## src/rtl/pixel_uart_tx_pkg.sv

```systemverilog
// Shared types and constants for the pixel UART transmitter.
//   - FSM state encoding for the serializer
//   - 8N1 framing constants and the default baud divider
package pixel_uart_tx_pkg;

  localparam int unsigned DATA_BITS            = 8;
  localparam int unsigned DEFAULT_CLKS_PER_BIT = 434;  // 50 MHz / 115200 baud
  localparam int unsigned DEFAULT_FIFO_DEPTH   = 16;

  localparam logic START_BIT = 1'b0;
  localparam logic STOP_BIT  = 1'b1;

  typedef logic [DATA_BITS-1:0] pixel_t;

  typedef enum logic [1:0] {
    ST_IDLE  = 2'd0,
    ST_START = 2'd1,
    ST_DATA  = 2'd2,
    ST_STOP  = 2'd3
  } tx_state_e;

endpackage : pixel_uart_tx_pkg

```

## src/rtl/pixel_uart_tx_if.sv

```systemverilog
// Pixel strobe bus from the 3x3 kernel stage.
//   data : filtered pixel, qualified by done
//   done : one-cycle strobe, one pixel per high cycle
// master drives the bus (filter side), slave receives it (UART side).
interface pixel_uart_tx_if;
  import pixel_uart_tx_pkg::*;

  pixel_t data;
  logic   done;

  modport master (output data, output done);
  modport slave  (input  data, input  done);

endinterface : pixel_uart_tx_if

```

## src/rtl/pixel_uart_tx_fifo.sv

```systemverilog
// pixel_fifo: synchronous pixel FIFO decoupling filter bursts from the UART.
// Ports:
//   clk, rst_n      : clock, async active-low reset
//   wr_en_i         : push request (dropped when full unless a pop coincides)
//   wr_data_i       : pixel to push
//   rd_en_i         : pop request (ignored when empty)
//   rd_data_c_o     : head entry, combinational read
//   full_o, empty_o : registered occupancy flags
module pixel_fifo
  import pixel_uart_tx_pkg::*;
#(
  parameter int unsigned FIFO_DEPTH = DEFAULT_FIFO_DEPTH
) (
  input  logic   clk,
  input  logic   rst_n,
  input  logic   wr_en_i,
  input  pixel_t wr_data_i,
  input  logic   rd_en_i,
  output pixel_t rd_data_c_o,
  output logic   full_o,
  output logic   empty_o
);

  localparam int unsigned PTR_W = (FIFO_DEPTH > 1) ? $clog2(FIFO_DEPTH) : 1;
  localparam int unsigned CNT_W = PTR_W + 1;

  pixel_t             mem_q [FIFO_DEPTH];
  logic [PTR_W-1:0]   wr_ptr_q, wr_ptr_d;
  logic [PTR_W-1:0]   rd_ptr_q, rd_ptr_d;
  logic [CNT_W-1:0]   count_q, count_d;
  logic               full_q, full_d;
  logic               empty_q, empty_d;
  logic               wr_fire;
  logic               rd_fire;

  // A pop frees the slot the same cycle, so a push into a full FIFO succeeds then.
  assign rd_fire = rd_en_i && !empty_q;
  assign wr_fire = wr_en_i && (!full_q || rd_fire);

  // Pointer/count update; power-of-two depth lets pointers wrap naturally.
  always_comb begin
    wr_ptr_d = wr_ptr_q;
    rd_ptr_d = rd_ptr_q;
    count_d  = count_q + CNT_W'(wr_fire) - CNT_W'(rd_fire);
    if (wr_fire) wr_ptr_d = wr_ptr_q + PTR_W'(1);
    if (rd_fire) rd_ptr_d = rd_ptr_q + PTR_W'(1);
    full_d  = (count_d == CNT_W'(FIFO_DEPTH));
    empty_d = (count_d == '0);
  end

  always_ff @(posedge clk or negedge rst_n) begin
    if (!rst_n) begin
      wr_ptr_q <= '0;
      rd_ptr_q <= '0;
      count_q  <= '0;
      full_q   <= 1'b0;
      empty_q  <= 1'b1;
    end else begin
      wr_ptr_q <= wr_ptr_d;
      rd_ptr_q <= rd_ptr_d;
      count_q  <= count_d;
      full_q   <= full_d;
      empty_q  <= empty_d;
    end
  end

  // Storage array; contents are don't-care while empty, so no reset.
  always_ff @(posedge clk) begin
    if (wr_fire) mem_q[wr_ptr_q] <= wr_data_i;
  end

  assign rd_data_c_o = mem_q[rd_ptr_q];
  assign full_o      = full_q;
  assign empty_o     = empty_q;

endmodule : pixel_fifo

```

## src/rtl/pixel_uart_tx.sv

```systemverilog
// pixel_uart_tx: queues filtered pixels and serializes them as 8N1 UART.
// Ports:
//   clk, rst_n  : clock, async active-low reset (abandons any frame in flight)
//   pix         : pixel strobe bus (slave side)
//   tx_o        : registered UART line, idles high
//   busy_o      : FIFO non-empty or frame in flight
//   overflow_o  : sticky, set when a pixel is dropped on a full FIFO
module pixel_uart_tx
  import pixel_uart_tx_pkg::*;
#(
  parameter int unsigned CLKS_PER_BIT = DEFAULT_CLKS_PER_BIT,
  parameter int unsigned FIFO_DEPTH   = DEFAULT_FIFO_DEPTH
) (
  input  logic                   clk,
  input  logic                   rst_n,
  pixel_uart_tx_if.slave         pix,
  output logic                   tx_o,
  output logic                   busy_o,
  output logic                   overflow_o
);

  localparam int unsigned BAUD_W = (CLKS_PER_BIT > 1) ? $clog2(CLKS_PER_BIT) : 1;
  localparam int unsigned BIT_W  = $clog2(DATA_BITS);

  tx_state_e         state_q, state_d;
  logic [BAUD_W-1:0] baud_q, baud_d;
  logic [BIT_W-1:0]  bit_q, bit_d;
  pixel_t            shift_q, shift_d;
  logic              tx_q, tx_d;
  logic              busy_q, busy_d;
  logic              ovf_q, ovf_d;

  logic              pop;
  logic              baud_last;
  logic              accept;
  logic              drop;
  pixel_t            fifo_head;
  logic              fifo_full;
  logic              fifo_empty;

  pixel_fifo #(
    .FIFO_DEPTH (FIFO_DEPTH)
  ) u_fifo (
    .clk         (clk),
    .rst_n       (rst_n),
    .wr_en_i     (pix.done),
    .wr_data_i   (pix.data),
    .rd_en_i     (pop),
    .rd_data_c_o (fifo_head),
    .full_o      (fifo_full),
    .empty_o     (fifo_empty)
  );

  assign baud_last = (baud_q == BAUD_W'(CLKS_PER_BIT - 1));

  // Push outcome mirrors the FIFO's own accept rule; pop only fires when non-empty.
  assign accept = pix.done && (!fifo_full || pop);
  assign drop   = pix.done && fifo_full && !pop;

  // Serializer next-state, baud/bit counters and shift register.
  always_comb begin
    state_d = state_q;
    baud_d  = baud_q;
    bit_d   = bit_q;
    shift_d = shift_q;
    pop     = 1'b0;

    case (state_q)
      ST_IDLE: begin
        if (!fifo_empty) begin
          pop     = 1'b1;
          shift_d = fifo_head;
          baud_d  = '0;
          state_d = ST_START;
        end
      end
      ST_START: begin
        if (baud_last) begin
          baud_d  = '0;
          bit_d   = '0;
          state_d = ST_DATA;
        end else begin
          baud_d = baud_q + BAUD_W'(1);
        end
      end
      ST_DATA: begin
        if (baud_last) begin
          baud_d  = '0;
          shift_d = {1'b0, shift_q[DATA_BITS-1:1]};
          if (bit_q == BIT_W'(DATA_BITS - 1)) begin
            state_d = ST_STOP;
          end else begin
            bit_d = bit_q + BIT_W'(1);
          end
        end else begin
          baud_d = baud_q + BAUD_W'(1);
        end
      end
      ST_STOP: begin
        if (baud_last) begin
          baud_d = '0;
          // Chain straight into the next start bit when more pixels wait.
          if (!fifo_empty) begin
            pop     = 1'b1;
            shift_d = fifo_head;
            state_d = ST_START;
          end else begin
            state_d = ST_IDLE;
          end
        end else begin
          baud_d = baud_q + BAUD_W'(1);
        end
      end
      default: state_d = ST_IDLE;
    endcase
  end

  // Line level and status flags, decoded from the next state so they register cleanly.
  always_comb begin
    tx_d = STOP_BIT;
    case (state_d)
      ST_IDLE:  tx_d = STOP_BIT;
      ST_START: tx_d = START_BIT;
      ST_DATA:  tx_d = shift_d[0];
      ST_STOP:  tx_d = STOP_BIT;
      default:  tx_d = STOP_BIT;
    endcase
    busy_d = (state_d != ST_IDLE) || accept || !fifo_empty;
    ovf_d  = ovf_q || drop;
  end

  always_ff @(posedge clk or negedge rst_n) begin
    if (!rst_n) begin
      state_q <= ST_IDLE;
      baud_q  <= '0;
      bit_q   <= '0;
      shift_q <= '0;
      tx_q    <= STOP_BIT;
      busy_q  <= 1'b0;
      ovf_q   <= 1'b0;
    end else begin
      state_q <= state_d;
      baud_q  <= baud_d;
      bit_q   <= bit_d;
      shift_q <= shift_d;
      tx_q    <= tx_d;
      busy_q  <= busy_d;
      ovf_q   <= ovf_d;
    end
  end

  assign tx_o       = tx_q;
  assign busy_o     = busy_q;
  assign overflow_o = ovf_q;

endmodule : pixel_uart_tx

```

## src/flat_wrapper.sv

```systemverilog
// flat-port wrapper written by rule: the top's interface ports become plain ports
module pixel_uart_tx_flat import pixel_uart_tx_pkg::*;
#(
  parameter int unsigned CLKS_PER_BIT = DEFAULT_CLKS_PER_BIT,
  parameter int unsigned FIFO_DEPTH   = DEFAULT_FIFO_DEPTH
)
  (clk, rst_n, tx_o, busy_o, overflow_o, pix_data, pix_done);
  pixel_uart_tx_if pix_i ();
  input  logic clk;
  input  logic rst_n;
  output logic tx_o;
  output logic busy_o;
  output logic overflow_o;
  input wire logic [$bits(pix_i.data)-1:0] pix_data;
  input wire logic [$bits(pix_i.done)-1:0] pix_done;
  assign pix_i.data = pix_data;
  assign pix_i.done = pix_done;
  pixel_uart_tx #(.CLKS_PER_BIT(CLKS_PER_BIT), .FIFO_DEPTH(FIFO_DEPTH)) u_core (.clk(clk), .rst_n(rst_n), .pix(pix_i), .tx_o(tx_o), .busy_o(busy_o), .overflow_o(overflow_o));
endmodule
```

## config.mk

```make
export PLATFORM = sky130hd
export DESIGN_NAME = pixel_uart_tx_flat
export DESIGN_NICKNAME = d
export VERILOG_FILES = /design/src/rtl/pixel_uart_tx_pkg.sv /design/src/rtl/pixel_uart_tx_if.sv /design/src/rtl/pixel_uart_tx_fifo.sv /design/src/rtl/pixel_uart_tx.sv /design/src/flat_wrapper.sv
export SDC_FILE = /design/constraint.sdc
export NUM_CORES = 1
export LEC_CHECK = 0
export BUFFER_PORTS_ARGS = -buffer_cell sky130_fd_sc_hd__buf_4
export CAP_MARGIN = 20
export CORE_MARGIN = 2
export CORE_UTILIZATION = 65
export CTS_BUF_LIST = sky130_fd_sc_hd__clkbuf_8
export DETAILED_ROUTE_END_ITERATION = 8
export GPL_TIMING_DRIVEN = 0
export PLACE_DENSITY = 0.82
export SYNTH_ARGS = -nofsm -noshare
export SYNTH_HDL_FRONTEND = slang
export SYNTH_SLANG_ARGS = --single-unit
```

## constraint.sdc

```tcl
create_clock -name clk -period 4.15 [get_ports clk]
set_input_delay 0 -clock clk [delete_from_list [all_inputs] [get_ports clk]]
set_output_delay 0 -clock clk [all_outputs]
set_load 0.005 [all_outputs]
```

* Yosys cells after proc, flatten, opt, wreduce, memory -nomap -nowiden *
Memories as Yosys holds them, arrays and structs flattened.
Index checks and enable logic that the tools add are counted.

storage, ports and cells
  bits in registers = 40
  RAM bits = 128
  input bits = 11
  output and inout port bits = 3
  word-level logic and storage cells = 81
  memories kept = 1

operators by class
  $add $sub $neg = 6
  equality and inequality tests = 14
  mux-type cells = 24
  reductions and logical operators = 23

memory list
  memory               words  width  rd ports  clocked after Yosys merged registers in  write ports  line                      source
  u_core.u_fifo.mem_q  16     8      1         0                                        1            pixel_uart_tx_fifo.sv:27  pixel_t mem_q [FIFO_DEPTH];

operators by type and width
  cell                                                                    count
  8-bit 2-to-1 mux                                                        3
  8-bit one-hot mux with 3 select lines                                   1
  9-bit 2-to-1 mux                                                        2
  9-bit one-hot mux with 2 select lines                                   1
  2-bit 2-to-1 mux                                                        5
  9-bit by 1-bit adder with 9-bit output (second input constant)          1
  9-bit equality test (second input constant)                             1
  3-bit 2-to-1 mux                                                        3
  4-bit by 1-bit adder with 4-bit output (second input constant)          2
  2-bit equality test (second input constant)                             4
  2-bit one-hot mux with 4 select lines                                   1
  2-bit by 1-bit != test with 1-bit output (second input constant)        3
  3-bit one-hot mux with 2 select lines                                   1
  5-bit by 1-bit adder with 5-bit output                                  1
  5-bit equality test (second input constant)                             1
  1-bit logical AND                                                       5
  5-bit zero test                                                         1
  1-bit logical OR                                                        5
  1-bit 2-to-1 mux                                                        5
  5-bit by 1-bit subtractor with 5-bit output                             1
  2-bit by 1-bit equality test with 1-bit output (second input constant)  2
  2-bit zero test                                                         2
  2-bit != test (second input constant)                                   2
  4-bit AND reduction                                                     1
  other kinds (10)                                                        13

* Logic depth before layout (Yosys ltp) *
Gate-level depths: netlist (run 1).

  depth in word-level cells = 9
  gate-level depth with buffers = 15
  depth with buffers taken out = 14

* Modules after synthesis *
From an unflattened synthesis (run 1), not the netlist that was laid out.

second synthesis, totals
  cells, all modules = 461
  area total of the unflattened synthesis = 7444.6 sq um

modules (own cells, without submodules)
  module         instances  cells each  area each (sq um)  sequential area each (sq um)
  pixel_fifo     1          293         5804.3             4220.3
  pixel_uart_tx  1          168         1640.3             626.9

* Worst setup path before layout (run 1) *
Ideal clock, no wire load.

  path type = register -> register
  start point = register u_core.state_q[1]
  end point = register u_core.u_fifo.full_q (netlist: u_core.u_fifo.full_o)
  setup time = 66 ps
  data arrival time = 2918 ps
  required time = 4084 ps
  setup slack = 1166 ps
  stages on the path, launching flop included = 16
  buffers on the path = 1
  period minus slack after synthesis = 2984 ps
  cells stage by stage = dfrtp_1 inv_1 ha_1 o21ai_0 and2_1 and2_1 buf_4 inv_2 ha_1 inv_1 ha_1 fa_1 a21o_1 a21oi_1 xnor2_1 and2_1

on the way
  word-level cells in the longest chain between the ends = 8
  elaborated cells between the ends (all ways) = 9
  those cells by class = add/sub (2); eq/ne (2); mux (1); reduce/logical (4)

RTL lines
  element                                                        line                      source
  start: declaration                                             pixel_uart_tx.sv:25       tx_state_e state_q, state_d;
  start signal: assignment                                       pixel_uart_tx.sv:142      state_q <= state_d;
  2-bit equality test / 2-bit zero test (equally long branches)  pixel_uart_tx.sv:68       case (state_q)
  1-bit one-hot mux with 2 select lines (*)                      pixel_uart_tx.sv:68
  1-bit logical AND (*)                                          pixel_uart_tx_fifo.sv:37  assign rd_fire = rd_en_i && !empty_q;
  1-bit logical OR                                               pixel_uart_tx_fifo.sv:38  assign wr_fire = wr_en_i && (!full_q || rd_fire);
  1-bit logical AND                                              pixel_uart_tx_fifo.sv:38
  5-bit by 1-bit adder with 5-bit output                         pixel_uart_tx_fifo.sv:44  count_d = count_q + CNT_W'(wr_fire) - CNT_W'(rd_fire);
  5-bit by 1-bit subtractor with 5-bit output (*)                pixel_uart_tx_fifo.sv:44
  via u_core.u_fifo.count_d[4]                                   pixel_uart_tx_fifo.sv:30  logic [CNT_W-1:0] count_q, count_d;
  5-bit equality test (*)                                        pixel_uart_tx_fifo.sv:47  full_d = (count_d == CNT_W'(FIFO_DEPTH));
  via u_core.u_fifo.full_d                                       pixel_uart_tx_fifo.sv:31  logic full_q, full_d;
  end signal: assignment                                         pixel_uart_tx_fifo.sv:62  full_q <= full_d;
  end: declaration                                               pixel_uart_tx_fifo.sv:31

The timed path passes the listed nets; every way through them passes the cells marked *.
A chain may end at the register's enable or synchronous reset.

* Final worst setup path (run 1) *
Ends and elaborated chain as after synthesis.

==> impl_metrics.toml, run 1 <==
[synth]
syn-num-nets = 529
yosysTopAreaCellShare_pct = 52.5
ys_ff_latch = 168
synth_enable_flop_cells = 128
synth_area_leaders = "edfxtp_1, dfrtp_1, mux2i_1"
synth_seq_area_share_pct = 66.2
yosysTopAreaCell = "edfxtp_1"
yosys_warnings = 0
synth_cell_types = 54
syn_area_um2 = 7330
syn_inst = 494
synth_ff_type = "edfxtp_1"
postSynthAreaPerCell_um2 = 14.8
async_flop_share_pct = 23.8

[layout]
diodes = 0
fin_nets = 579
drive_above_1_share_pct = 16.5
area_delta_synth_final_pct = 12.1

[clocking]
cts_made_buffers = 17
clkTransAtPathRegs_ns = 0.09
cts_buffer_depth = 2
cts_max_level = 4
cts-resized-gates = 0
cts-root-buf = "clkbuf_8"
cts.sinks = 168
cts_hold_buffers = 10
clock_latency_ns = 0.47
cts_tree = "built"
post-cts-setup-buffers = 0

[placement]
portBuffers = 13
place_ws_ns = 0.792
gp_congestion = 0.848
dpl.hpwl_um = 10300

[power]
p_leak_nw = 2.97
max-vdd-ir-drop_uv = 411
powerDensity_nw_per_um2 = 496

[timing]
finalSetupViolCount = 0
fin_crit_ns = 3.44
worst_slack_ns = 0.711
worst_pin_slew_ns = 0.889
slew_headroom_pct = 40.5
tns_ns = 0
rsz0062_at_grt = "false"
skew_ns = 0.0161
layout_worst_path_cycle_share_pct = 82.9
finalHoldViolations = 0
drv_slew = 0
fmax_ghz = 0.291

[run_status]
status = "complete, no violations"

[critical_path]
cp_cell_sequence = "inv_1, ha_1, o21ai_0, and2_1, and2_1, buf_4, inv_2, ha_1, inv_1, ha_1, fa_1, a21o_1, a21oi_1, xnor2_1, and2_1"
crit_required_ns = 4.55
r2r_start = "u_core.state_q[1]$_DFF_PN0_"
crit_arrival_ns = 3.84
crit_family = "adder cells"
critPathLaunchType = "flop"
cpPeakStageDelay_ns = 0.44
critPathMaxFanout = 9
crit_path_end_kind = "flop"
reg2reg_slack_ns = 0.71
cp_slowest_cell = "dfrtp_1"
r2r_end = "u_core.u_fifo.full_o$_DFF_PN0_"
worstSetupPathType = "reg2reg"
worstRegToRegCells = 15
cp_num_buf_inv = 4
crit_start = "u_core.state_q[1]$_DFF_PN0_"

[grt]
grt_pass1_wl_um = 23800
grt_pass1_vias = 4542
overflow = 0
grt_usage_pct = 27.7
grt_max_degree = 41
antenna_found_initial = 0

[floorplan]
start_util_pct = 67.0
die-width_um = 110
dieArea_um2 = 12100
io_pins = 14
rows = 38
die_h_um = 110
coreArea_um2 = 10900

[worst_hold_path]
min_path_type = "in2async"

[route]
vias = 4404
vias_per_cell = 6.32
ant_nets = 0
drc = 0
drt-wirelength-per-cell_um = 21.8
firstDrtPassIters = 5
wirelength_um = 15200
drt_iter0_markers = 404

[job]
maxCapViolCount = 0
==> where the power goes <==
| part | leakage [nW] | internal [mW] | switching (mW) |
|---|---|---|---|
| logic | 1.11 | 0.255 | 0.461 |
| clock network | 0.220 | 0.659 | 0.594 |
| registers | 1.64 | 2.03 | 0.0718 |
| total | 2.97 | 2.94 | 1.13 |
==> registers in the layout, summed over array words and instances, names as in the netlist, 2 cells and up <==
name,flops
u_core.bit_q,3
u_core.u_fifo.mem_q,128
u_core.u_fifo.count_q,5
u_core.baud_q,9
u_core.state_q,2
u_core.u_fifo.rd_ptr_q,4
u_core.u_fifo.wr_ptr_q,4
u_core.shift_q,8
==> layer usage <==
layer	up-vias	global-route usage [%]	share of wire (%)
met3	30	7.88	6.3
met1	2220	34.5	40
met2	166	46.2	51
met4	0	11.0	2.1
met5	-	0	0
li1	1988	-	-
==> placed cells by master (no fill, tap or decap), types with 4 or more instances in the layout <==
cell type	synthesis	layout
a21oi_1	19	19
a221o_2	6	6
a22oi_1	17	17
and2_1	11	11
buf_2	9	11
buf_4	2	21
bufinv_16	0	4
clkbuf_1	10	10
clkbuf_8	0	17
dfrtp_1	38	38
dlygate4sd3_1	0	10
edfxtp_1	128	128
ha_1	23	23
inv_1	18	19
mux2i_1	52	52
mux4_2	8	8
nand2_1	26	26
nand3_1	21	21
nand4_1	4	4
nor2_1	14	14
nor2b_1	5	5
nor3_1	5	5
nor4_2	0	4
o21ai_0	11	11
xnor2_1	12	12
==> cell usage after synthesis, drive strengths merged, types with 3 or more instances <==
| master | count |
|---|---|
| nor2b | 5 |
| dfrtp | 38 |
| nand4 | 4 |
| mux4 | 8 |
| ha | 23 |
| o21a | 3 |
| nand2 | 26 |
| nor4 | 5 |
| nor2 | 14 |
| a221o | 6 |
| nand3 | 21 |
| a22oi | 17 |
| buf | 13 |
| clkbuf | 10 |
| mux2 | 3 |
| inv | 19 |
| xor2 | 3 |
| a21oi | 19 |
| edfxtp | 128 |
| a22o | 3 |
| o31ai | 4 |
| and2 | 11 |
| nor3 | 6 |
| xnor2 | 12 |
| mux2i | 52 |
| o21ai | 11 |
==> metrics by stage <==
step | cells | cell area (um^2) | total power [mW] | hold WS [ns] | util [%]
finish | 697 | 8210 | 4.07 | 0.0404 | 75.1
global route | 697 | 8210 | 4.24 | 0.0790 | 75.1
CTS | 697 | 8210 | 4.08 | 0.0407 | 75.1
detailed placement | 655 | 7680 | 2.84 | 0.00669 | 70.2
global placement | 647 | 7600 | 2.75 | -0.00160 | 69.5
floorplan | 494 | 7330 | 2.57 | -0.296 | -
==> cells by family after synthesis <==
kind of cell	after synthesis	share of synthesized area, %
AOI/OAI and AO/OA	81	8.13
xor gates and xnor gates	15	1.79
adders and majority gates	24	4.20
buffers and inverters	42	2.41
DFF	168	66.2
muxes	63	10.0
and+or+nand+nor	101	7.28
==> how the worst max path moves through the flow <==
| stage | to | slack, ns | depth (start not counted) |
|---|---|---|---|
| 6_report | u_core.u_fifo.full_o$_DFF_PN0_ | 0.71 | 15 |
| 5_1_grt | u_core.u_fifo.full_o$_DFF_PN0_ | 0.52 | 15 |
| 4_1_cts | u_core.u_fifo.full_o$_DFF_PN0_ | 0.73 | 15 |
| 3_5_place_dp | u_core.u_fifo.full_o$_DFF_PN0_ | 0.79 | 15 |
| 3_3_place_gp | u_core.u_fifo.mem_q[1][1]$_DFFE_PP_ | 0.53 | 8 |
| 2_1_floorplan | u_core.u_fifo.full_o$_DFF_PN0_ | 1.17 | 15 |
==> area by class of cell <==
cell class / instances / area (um^2)
fill: 697 / 2730
tap: 140 / 175
buffer: 23 / 105
clock buffer: 17 / 234
inverter: 19 / 71.3
sequential: 168 / 4850
multi-input combinational: 284 / 2330
timing repair buffer: 31 / 253
clock inverter: 15 / 198
Note: power is estimated with default switching activity, not from simulation.
==> inputs of run 2 (changes only) <==
--- a/config.mk
+++ b/config.mk
@@ -5,6 +5,7 @@
 export SDC_FILE = /design/constraint.sdc
 export NUM_CORES = 1
 export LEC_CHECK = 0
+export ABC_AREA = 1
 export BUFFER_PORTS_ARGS = -buffer_cell sky130_fd_sc_hd__buf_4
 export CAP_MARGIN = 20
 export CORE_MARGIN = 2
==> constraint.sdc (replaced) <==
create_clock -name clk -period 3.4 [get_ports clk]
set_input_delay 0 -clock clk [delete_from_list [all_inputs] [get_ports clk]]
set_output_delay 0 -clock clk [all_outputs]
set_load 0.005 [all_outputs]
==> run 2 against run 1 <==
Setup slack got worse by 0.53 ns. Combinational power increased by 11%. Critical path type unchanged. Non-clock buffer count increased by 3. Critical endpoint unchanged. Maximum frequency increased by 7.0%. Wire length increased by 12%. Final cell count increased by 24%.
==> impl_metrics.toml, run 2 <==
[route]
drt_iter0_markers = 596
vias_per_cell = 6.14
firstDrtPassIters = 5
vias = 5325
ant_nets = 0
drt-wirelength-per-cell_um = 19.7
drc = 0
wirelength_um = 17100

[layout]
top_register = "u_core.u_fifo.mem_q"
final_common_cell = "edfxtp_1"
final_cell_mix = "edfxtp_1, nor2_1, nand2_1"
largest_register_ffs = 128
fin_nets = 749
area_delta_synth_final_pct = 11.1
largestRegisters = "u_core.u_fifo.mem_q x128, u_core.baud_q x9, u_core.shift_q x8"
drive_above_1_share_pct = 11.7
final_cells = 867
diodes = 0
final_area_um2 = 8220

[timing]
fin_crit_ns = 3.21
skew_ns = 0.0114
worst_slack_ns = 0.186
finalSetupViolCount = 0
layout_worst_path_cycle_share_pct = 94.5
whs_ns = 0.0756
slew_headroom_pct = 25.8
fmax_ghz = 0.311
worst_pin_slew_ns = 1.11
drv_slew = 0
finalHoldViolations = 0
rsz0062_at_grt = "false"

[power]
sw_frac_of_total_pct = 29.2
p_seq_share_pct = 54.6
p_leak_nw = 3.21
comb_power_share_pct = 17.2
max-vdd-ir-drop_uv = 450
pwr-share-clk_pct = 28.3
p_int_mw = 3.29
powerDensity_nw_per_um2 = 565
p_total_mw = 4.64
p_switching_mw = 1.36

[synth]
ys_ff_latch = 168
yosys_warnings = 0
synth_enable_flop_cells = 128
postSynthAreaPerCell_um2 = 11.2
synth_area_leaders = "edfxtp_1, dfrtp_1, nor2_1"
yosys-top-cells-count = "edfxtp_1, nor2_1, nand2_1"
synth_cell_types = 35
syn-num-nets = 698
synth.most_common_cell = "edfxtp_1"
yosysTopAreaCellShare_pct = 51.9
async_flop_share_pct = 23.8
synth_ff_type = "edfxtp_1"
synth_seq_area_share_pct = 65.5
yosysTopAreaCell = "edfxtp_1"
syn_inst = 663
syn_area_um2 = 7400

[critical_path]
cp_cell_sequence = "inv_1, ha_1, nand2_1, nor3_2, nand2_2, nand2_4, nand2_4, nor2_4, nand2_4, nand2_4, nand2_4, ha_1, inv_1, ha_1, fa_2, xor2_1, or4_4, nor2_1"
cp_slowest_cell = "or4_4"
cpPeakStageDelay_ns = 0.51
crit_path_end_kind = "flop"
worstSetupPathType = "reg2reg"
crit_family = "simple AND/OR/NAND/NOR gates"
crit_arrival_ns = 3.59
crit_required_ns = 3.78
critPathLaunchType = "flop"
cp_num_buf_inv = 2
critPathMaxFanout = 5
path_common_cell = "nand2_4"

[floorplan]
die-width_um = 111
coreArea_um2 = 11000
rows = 38
io_pins = 14
dieArea_um2 = 12300
die_h_um = 111
start_util_pct = 67.4

[grt]
overflow = 0
antenna_found_initial = 0
grt_pass1_wl_um = 27200
grt_pass1_vias = 5257
grt_max_degree = 41
grt_usage_pct = 28.8

[placement]
dpl_cell_area_um2 = 7680
dpl.hpwl_um = 11000
place_ws_ns = -0.0762
gp_congestion = 0.874
portBuffers = 13
dp.cells = 816

[clocking]
cts-root-buf = "clkbuf_8"
cts.sinks = 168
clock_latency_ns = 0.45
cts_tree = "built"
cts_max_level = 4
clkTransAtPathRegs_ns = 0.09
cts_made_buffers = 17
cts_buffer_depth = 2

[run_status]
status = "complete, no violations"

[worst_hold_path]
min_path_type = "in2async"

[job]
maxCapViolCount = 0
-- run 2: changes by cell type after synthesis, sizes merged, moves of 16 or more --
cell,previous run,this run
nor2,14,108
nand2,26,103
o21ai,11,74
mux2i,52,0
inv,19,52
o211ai,2,30
a22oi,17,1
-- run 2: cells by family after synthesis --
| group | count (synthesis) | synth area share, % |
|---|---|---|
| and+or+nand+nor | 251 | 14.4 |
| DFF | 168 | 65.5 |
| AOI/OAI and AO/OA | 128 | 10.1 |
| buffers and inverters | 77 | 4.07 |
| adders and majority gates | 24 | 4.16 |
| xor gates and xnor gates | 15 | 1.77 |
-- run 2: final cells by class --
cell class                 count  area (um^2)
tap                          140          175
buffer                        25          101
multi-input combinational    418         2270
clock buffer                  17          234
timing repair buffer          32          265
fill                         727         2760
sequential                   168         4850
inverter                      52          200
clock inverter                15          128
-- run 2: path summary, 6_finish.rpt --
kind / startpoint / end / slack, ns / depth (start not counted)
worst max-delay path: u_core.baud_q[1]$_DFFE_PN0P_ / u_core.u_fifo.full_o$_DFF_PN0_ / 0.19 / 18
worst min-delay path: rst_n / u_core.u_fifo.count_q[4]$_DFF_PN0_ / 0.08 / 2
worst max register to register: u_core.baud_q[1]$_DFFE_PN0P_ / u_core.u_fifo.full_o$_DFF_PN0_ / 0.19 / 18
worst min register to register: u_core.overflow_o$_DFF_PN0_ / u_core.overflow_o$_DFF_PN0_ / 0.48 / 1
max in group asynchronous: rst_n / u_core.state_q[1]$_DFF_PN0_ / 2.94 / 2
min in group clk: pix_done / u_core.overflow_o$_DFF_PN0_ / 0.38 / 3
-- run 2: timing repair --
action / 4_1_cts / 5_1_grt
buffers inserted: 1 / 8
hold endpoints to repair: 173 / 0
hold buffers: 10 / 0
pin swaps: 1 / 3
resized for setup: 3 / 6
endpoints found under the setup margin: 2 / 2
-- run 2: through the flow --
| step | TNS [ns] | utilization, % |
|---|---|---|
| finish | 0 | 74.9 |
| global placement | 0 | 69.9 |
| CTS | 0 | 74.2 |
| global route | 0 | 74.9 |
| floorplan | 0 | - |
| detailed placement | -0.149 | 69.9 |
-- run 2: per-layer routing --
layer,global-route usage [%],wire [um]
met5,0,0
met4,11.5,496
met3,5.58,1440
met2,46.6,8420
met1,39.1,6740
-- run 2: power by group through the flow --
| stage | clock (mW) | sequential (mW) | combinational [mW] |
|---|---|---|---|
| 2_1_floorplan | 0 | 2.55 | 0.517 |
| 3_3_place_gp | 0 | 2.56 | 0.692 |
| 3_5_place_dp | 0 | 2.58 | 0.741 |
| 4_1_cts | 1.31 | 2.53 | 0.760 |
| 5_1_grt | 1.41 | 2.55 | 0.883 |
| 6_report | 1.31 | 2.53 | 0.797 |
